[config.mk]
export PLATFORM = sky130hd
export DESIGN_NAME = step_decoder_flat
export DESIGN_NICKNAME = d
export VERILOG_FILES = /design/src/rtl/step_decoder_pkg.sv /design/src/rtl/step_decoder_if.sv /design/src/rtl/step_decoder_step_cls.sv /design/src/rtl/step_decoder.sv /design/src/flat_wrapper.sv
export SDC_FILE = /design/constraint.sdc
export NUM_CORES = 1
export LEC_CHECK = 0
export CORE_MARGIN = 1
export CORE_UTILIZATION = 25
export DETAILED_ROUTE_END_ITERATION = 12
export GPL_TIMING_DRIVEN = 0
export PLACE_DENSITY_LB_ADDON = 0.2
export REMOVE_ABC_BUFFERS = 1
export SETUP_SLACK_MARGIN = 0.4
export SYNTH_ARGS = -nofsm -noshare
export SYNTH_HDL_FRONTEND = slang
export SYNTH_SLANG_ARGS = --single-unit
[constraint.sdc]
create_clock -name clk -period 3.2 [get_ports clk]
set_clock_uncertainty 0.2 [all_clocks]
set_input_delay 0.32 -clock clk [delete_from_list [all_inputs] [get_ports clk]]
set_output_delay 0.32 -clock clk [all_outputs]
set_load 0.1 [all_outputs]
[src/rtl/step_decoder_pkg.sv]
// Shared types and constants for the step decoder: FSM states, step classes, re-lock threshold.
package step_decoder_pkg;

  typedef enum logic [1:0] {
    ACQ    = 2'd0,
    LOCKED = 2'd1,
    FAULT  = 2'd2
  } state_t;

  typedef enum logic [1:0] {
    HOLD = 2'd0,
    UP   = 2'd1,
    DN   = 2'd2,
    BAD  = 2'd3
  } step_t;

  localparam int RELOCK_CNT = 2;

  // Wrapping 3-bit difference; 7->0 yields 1 and 0->7 yields 7 for free.
  function automatic logic [2:0] step_delta(input logic [2:0] prev, input logic [2:0] q);
    return q - prev;
  endfunction

endpackage

[src/rtl/step_decoder_if.sv]
// Counter-observation bundle: sampled count and clear in, step/position/status out.
interface step_decoder_if #(
  parameter int POS_W = 8
);
  logic [2:0]       q;
  logic             clr;
  logic             en;
  logic             down;
  logic [POS_W-1:0] pos;
  logic             locked;
  logic             err;
`ifdef STEP_DECODER_ERRCNT_EN
  logic [3:0]       err_cnt;

  modport master (output q, clr, input en, down, pos, locked, err, err_cnt);
  modport slave  (input q, clr, output en, down, pos, locked, err, err_cnt);
`else
  modport master (output q, clr, input en, down, pos, locked, err);
  modport slave  (input q, clr, output en, down, pos, locked, err);
`endif
endinterface

[src/rtl/step_decoder_step_cls.sv]
// Combinational classifier of one counter sample against the previous one.
module step_cls
  import step_decoder_pkg::*;
(
  input  logic [2:0] prev,
  input  logic [2:0] q,
  output step_t      cls
);

  logic [2:0] delta;

  assign delta = step_delta(prev, q);

  always_comb begin
    cls = BAD;
    case (delta)
      3'd0:    cls = HOLD;
      3'd1:    cls = UP;
      3'd7:    cls = DN;
      default: cls = BAD;
    endcase
  end

endmodule

[src/rtl/step_decoder.sv]
// Decodes single steps of an observed 3-bit counter into en/down pulses and a signed position; one cycle q->outputs.
// No backpressure: q is sampled every cycle. Optional STEP_DECODER_ERRCNT_EN adds a saturating fault counter.
module step_decoder
  import step_decoder_pkg::*;
#(
  parameter int POS_W = 8
) (
  input  logic         clk,
  input  logic         nrst,
  step_decoder_if.slave bus
);

  state_t           state, state_nxt;
  logic [2:0]       prev;
  logic [1:0]       quiet, quiet_nxt;
  step_t            cls;
  logic             step_up, step_dn, fault_entry;

  logic             en_r, down_r, locked_r, err_r;
  logic [POS_W-1:0] pos_r;

  step_cls u_step_cls (
    .prev (prev),
    .q    (bus.q),
    .cls  (cls)
  );

  always_ff @(posedge clk or negedge nrst) begin
    if (!nrst) begin
      state <= ACQ;
      prev  <= 3'd0;
      quiet <= 2'd0;
    end else begin
      state <= state_nxt;
      prev  <= bus.q;
      quiet <= quiet_nxt;
    end
  end

  always_comb begin
    state_nxt   = state;
    quiet_nxt   = quiet;
    step_up     = 1'b0;
    step_dn     = 1'b0;
    fault_entry = 1'b0;
    case (state)
      ACQ: begin
        state_nxt = LOCKED;
        quiet_nxt = 2'd0;
      end
      LOCKED: begin
        case (cls)
          UP: step_up = 1'b1;
          DN: step_dn = 1'b1;
          BAD: begin
            state_nxt   = FAULT;
            quiet_nxt   = 2'd0;
            fault_entry = 1'b1;
          end
          default: ;
        endcase
      end
      FAULT: begin
        // Any movement, even a legal single step, restarts the quiet run.
        if (cls == HOLD) begin
          if (quiet == 2'(RELOCK_CNT - 1)) begin
            state_nxt = LOCKED;
            quiet_nxt = 2'd0;
          end else begin
            quiet_nxt = quiet + 2'd1;
          end
        end else begin
          quiet_nxt = 2'd0;
        end
      end
      default: begin
        state_nxt = ACQ;
        quiet_nxt = 2'd0;
      end
    endcase
  end

  always_ff @(posedge clk or negedge nrst) begin
    if (!nrst) begin
      en_r     <= 1'b0;
      down_r   <= 1'b0;
      pos_r    <= '0;
      locked_r <= 1'b0;
      err_r    <= 1'b0;
    end else begin
      en_r     <= step_up | step_dn;
      locked_r <= (state_nxt == LOCKED);
      err_r    <= fault_entry;
      if (step_dn)
        down_r <= 1'b1;
      else if (step_up)
        down_r <= 1'b0;
      // clr wins over a coincident step; en/down still report the step.
      if (bus.clr)
        pos_r <= '0;
      else if (step_up)
        pos_r <= pos_r + POS_W'(1);
      else if (step_dn)
        pos_r <= pos_r - POS_W'(1);
    end
  end

  assign bus.en     = en_r;
  assign bus.down   = down_r;
  assign bus.pos    = pos_r;
  assign bus.locked = locked_r;
  assign bus.err    = err_r;

`ifdef STEP_DECODER_ERRCNT_EN
  logic [3:0] err_cnt_r;

  always_ff @(posedge clk or negedge nrst) begin
    if (!nrst)
      err_cnt_r <= 4'd0;
    else if (bus.clr)
      err_cnt_r <= 4'd0;
    else if (fault_entry && err_cnt_r != 4'd15)
      err_cnt_r <= err_cnt_r + 4'd1;
  end

  assign bus.err_cnt = err_cnt_r;
`endif

endmodule

[src/flat_wrapper.sv]
// flat-port wrapper written by rule: the top's interface ports become plain ports
module step_decoder_flat import step_decoder_pkg::*;
#(
  parameter int POS_W = 8
)
  (clk, nrst, bus_q, bus_clr, bus_en, bus_down, bus_pos, bus_locked, bus_err);
  step_decoder_if #(.POS_W(POS_W)) bus_i ();
  input  logic clk;
  input  logic nrst;
  input wire logic [$bits(bus_i.q)-1:0] bus_q;
  input wire logic [$bits(bus_i.clr)-1:0] bus_clr;
  output wire logic [$bits(bus_i.en)-1:0] bus_en;
  output wire logic [$bits(bus_i.down)-1:0] bus_down;
  output wire logic [$bits(bus_i.pos)-1:0] bus_pos;
  output wire logic [$bits(bus_i.locked)-1:0] bus_locked;
  output wire logic [$bits(bus_i.err)-1:0] bus_err;
  assign bus_i.q = bus_q;
  assign bus_i.clr = bus_clr;
  assign bus_en = bus_i.en;
  assign bus_down = bus_i.down;
  assign bus_pos = bus_i.pos;
  assign bus_locked = bus_i.locked;
  assign bus_err = bus_i.err;
  step_decoder #(.POS_W(POS_W)) u_core (.clk(clk), .nrst(nrst), .bus(bus_i));
endmodule
==> run summary <==
The path depth of the worst reg2reg path works out to 13. The element type at the critical path end was a flip-flop. The distinct cell type count after synthesis was 30; the power per cell area was 812 mW/mm2. In this run switching power makes up 47.4% of total power. Across all layers, the routed design uses 938 vias. Largest net degree at the start of global routing: 20. The post-detailed-routing wire length came out at 2510 um. For the post-route setup TNS, the log shows 0 ns. For this run, asynchronously set or reset flops after synthesis account for 100%. The count of flip-flops with a built-in enable after synthesis was 0. The ratio of cells with drive above 1 in the final layout was 26.8%.

The register-to-register setup slack was 0.12 ns; the data arrival time of the worst path was 3.01 ns. The multi-input combinational cells in the finished layout cover a total of 767 um2. The run gives 0 as the number of hold-slack violations in the final timing report. Switching power total: 634 uW.

Yosys attributes the largest share of cell area to dfrtp_1 41%, ha_1 7.6%, nor2_1 5.6%. The leading cell type by number of instances after synthesis is dfrtp_1. The mapped netlist covers 0.00115 mm2. The tools report the number of buffers created by CTS as 3. The share of the synthesized netlist area taken by xor and xnor gates is 3.60%, and the relative slew slack is 34.5%. Global routing consumed, over all layers together, 11.0% of the routing resources. The number of iterations in the first detailed-routing pass came out at 4.

The analysis attributes to cell leakage a power of 0.000703 uW. The worst setup path is of the reg -> reg kind. The instance count of the mapped netlist is 119, and the routed length per instance is 12.5 um.

For the data required time of the critical path, the log shows 3.14 ns. The cell sitting at the root of the clock tree is a clkbuf_8. The run gives 19 as the number of sinks handled by clock tree synthesis. The die covers 0.00486 mm2. The clock share of power was 12.3%. The number of I/O pins was 18. Setup repair after global routing could not meet its margin everywhere. The synthesized design contains 19 register bits.

After filler insertion, the fill cell instance count of the layout stands at 428. The area fraction in compound gates after synthesis came out at 16.0%. The wire-length estimate of the detail-placed layout is 1760 um. The via count of the first global-routing pass is 999.

The quantity of I/O buffers inserted on ports came out at 17. The number of instances on the worst hold path was 1. After layout, the worst path uses 96.1% of the clock period.

The worst register-to-register path ends at u_core.bus.pos[7]. The floorplan step defined a core boundary enclosing 0.00438 mm2. Summing the areas of all and, or, nand and nor instances in the mapped netlist gives 17.1% of the synthesized area. The count of nets left with antenna violations once routing finished came out at 0. Along the worst path, the maximum fanout reaches 8.

Worst hold path startpoint: bus_q[0]. The endpoint with the worst hold slack was u_core.prev[0]. In this run the mean area of a mapped cell was 9.63 um2. TritonCTS built the clock tree. The standard cell with the maximum stage delay on the critical path was mux2_2. For the fraction of power consumed by sequential logic, the log shows 24.8%. The tools report the clock tree buffer depth as 2. The logs give 0 for the DRC violation count after routing and 62.9% for the combinational power share. The worst hold path belongs to the class in -> reg.

The logs give 0 for the number of max-cap violations and 26.1% for the effective utilization at floorplan. The area occupied by registers is 475 um2. The run finished with clean final reports.

Internal power comes to 704 uW. Vertical extent of the die: 69.7 um. In this run the critical register-to-register path is launched from u_core.prev[0]. Counting both buffers and inverters, the worst setup path holds a total of 2. The routability congestion estimate was 0.713; the wire length of the first global-routing pass was 4310 um. The multiplexer share of the synthesized area is 6.33%. Sorting the synthesized cells by how often they occur yields 19 x dfrtp_1, 17 x nor2_1, 10 x a21oi_1, 9 x inv_1. The stage delay of the slowest cell on the critical path is 0.35 ns, and the count of pins over their slew limit is 0. Summed over all layers, the global routing overflow is 0. After clock tree synthesis, the clock-pin slew on the worst setup and hold paths is 0.07 ns.

For this design, the CTS-stage hold fixing added 0 buffers. The signal on the critical path passes through ha_2, inv_2, fa_2, xnor3_2, nor2_4, nand2_8, buf_6, ha_4, o21ai_2, nor2_4, o21ai_2, mux2i_1, mux2_2. In this run, the number of DRC markers left after iteration 0 of detailed routing was 31. Dividing the detail-routed via count by the number of cells gives 4.67. Broken down by cell family, the worst path's largest delay share belongs to adder cells.

After the last flow step, the layout net total stands at 165. The shortest period the worst path allows was 3.08 ns; the total number of placement rows was 24. The largest family of logic cells by synthesized area was simple AND/OR/NAND/NOR gates.

0 antenna diodes ended up in the layout. The area share of the leading cell type in the synthesized netlist was 41.5%. The latest clock arrival within the worst-skew pair was 0.25 ns. The tools report the maximum clock frequency as 325 MHz. At the pin with the least slew margin, the transition time is 0.980 ns. Number of antenna violations at the first check in global routing: 0.

Relative to the synthesized area, the layout overhead comes to 43.9%. Once layout is complete, the utilization of the core stands at 37.6%. Summing the sequential cell areas from Yosys gives 41.5% of the chip area.

Summing the areas of all fa, ha and maj instances in the mapped netlist gives 11.1% of the synthesized area. The biggest area contributor in the post-synthesis netlist is dfrtp_1. The width of the chip was 69.7 um; the worst IR drop on VDD was 322 uV.

The count of H-tree levels built during CTS was 1. STA classifies the critical path startpoint as a flip-flop. The tools report the number of warnings issued by yosys as 0. The count of endpoints failing setup in the final report came out at 0. Among all flip-flop cells after synthesis, the most frequent one is dfrtp_1.
==> logic make-up after synthesis <==
family,Yosys count
compound gates,29
xor+xnor,3
fa+ha+maj,9
buf+inv,11
flops,19
mux,7
simple gates,41
==> stage by stage <==
step | cell area (um2) | setup slack, ns | total power (uW) | hold slack [ns] | instances
2_1_floorplan | 1130 | -0.00383 | 859 | -0.176 | 117
3_3_place_gp | 1370 | -0.839 | 997 | 0.262 | 186
3_5_place_dp | 1370 | -0.937 | 1010 | 0.267 | 186
4_1_cts | 1610 | 0.0918 | 1310 | 0.0766 | 199
5_1_grt | 1650 | 0.0102 | 1420 | 0.0859 | 201
6_report | 1650 | 0.123 | 1340 | 0.0841 | 201
==> per-layer routing <==
layer	GRT usage (%)	up-vias	wire, um
li1	-	472	-
met1	13.3	454	1130
met2	20.1	10	1290
met3	1.74	2	63
met4	3.33	0	15
met5	0	-	0
==> cell type report <==
cell class | instances | area share, %
Multi-Input combinational cell | 89 | 46.5
Tap cell | 52 | 3.95
Inverter | 9 | 2.05
Clock buffer | 4 | 2.73
Timing Repair Buffer | 28 | 15.9
Sequential cell | 19 | 28.8
==> what timing repair did <==
item | CTS | global route
pin swaps | 16 | 4
gates resized for setup | 32 | 5
setup buffers | 9 | 2
endpoints found under the hold margin | 0 | 0
endpoints found under the setup margin | 7 | 6
==> power groups by stage <==
stage / Sequential [uW] / Clock, uW / Combinational, uW
6_report: 332 / 164 / 842
5_1_grt: 341 / 177 / 898
4_1_cts: 332 / 171 / 804
3_5_place_dp: 332 / 0 / 678
3_3_place_gp: 329 / 0 / 667
2_1_floorplan: 571 / 0 / 288
==> state kept, by name (all words and copies together), names as in the netlist <==
signal and flops:
u_core.state 2, u_core.bus.en 1, u_core.bus.err 1, u_core.bus.down 1, u_core.quiet 2, u_core.prev 3, u_core.bus.pos 8, u_core.bus.locked 1
==> cell usage in the layout, fill, tap and decap left out, types with 2 or more instances in the layout <==
master / instances
dfrtp_1: 19
nor2_1: 15
clkdlybuf4s50_1: 15
a21oi_1: 9
inv_1: 8
buf_4: 8
nand2_1: 7
mux2i_1: 5
ha_4: 5
o21ai_0: 4
nand2b_1: 3
nand3_1: 3
nor2b_1: 3
o21ai_2: 3
clkbuf_8: 3
buf_6: 3
nor2_4: 2
nor3b_1: 2
o21a_1: 2
a21o_1: 2
a211oi_2: 2
xnor2_1: 2
fa_2: 2
==> worst max path at each step <==
stage / start / end / slack [ns] / cells after the start
4_1_cts: u_core.prev[0] / u_core.bus.pos[7] / 0.09 / 12
3_3_place_gp: bus_q[0] / u_core.bus.pos[7] / -0.84 / 14
2_1_floorplan: bus_q[0] / u_core.bus.pos[7] / -0.004 / 13
5_1_grt: u_core.prev[0] / u_core.bus.pos[7] / 0.01 / 12
6_report: u_core.prev[0] / u_core.bus.pos[7] / 0.12 / 13
3_5_place_dp: bus_q[0] / u_core.bus.pos[7] / -0.94 / 14
Note: power is estimated with default switching activity, not from simulation.
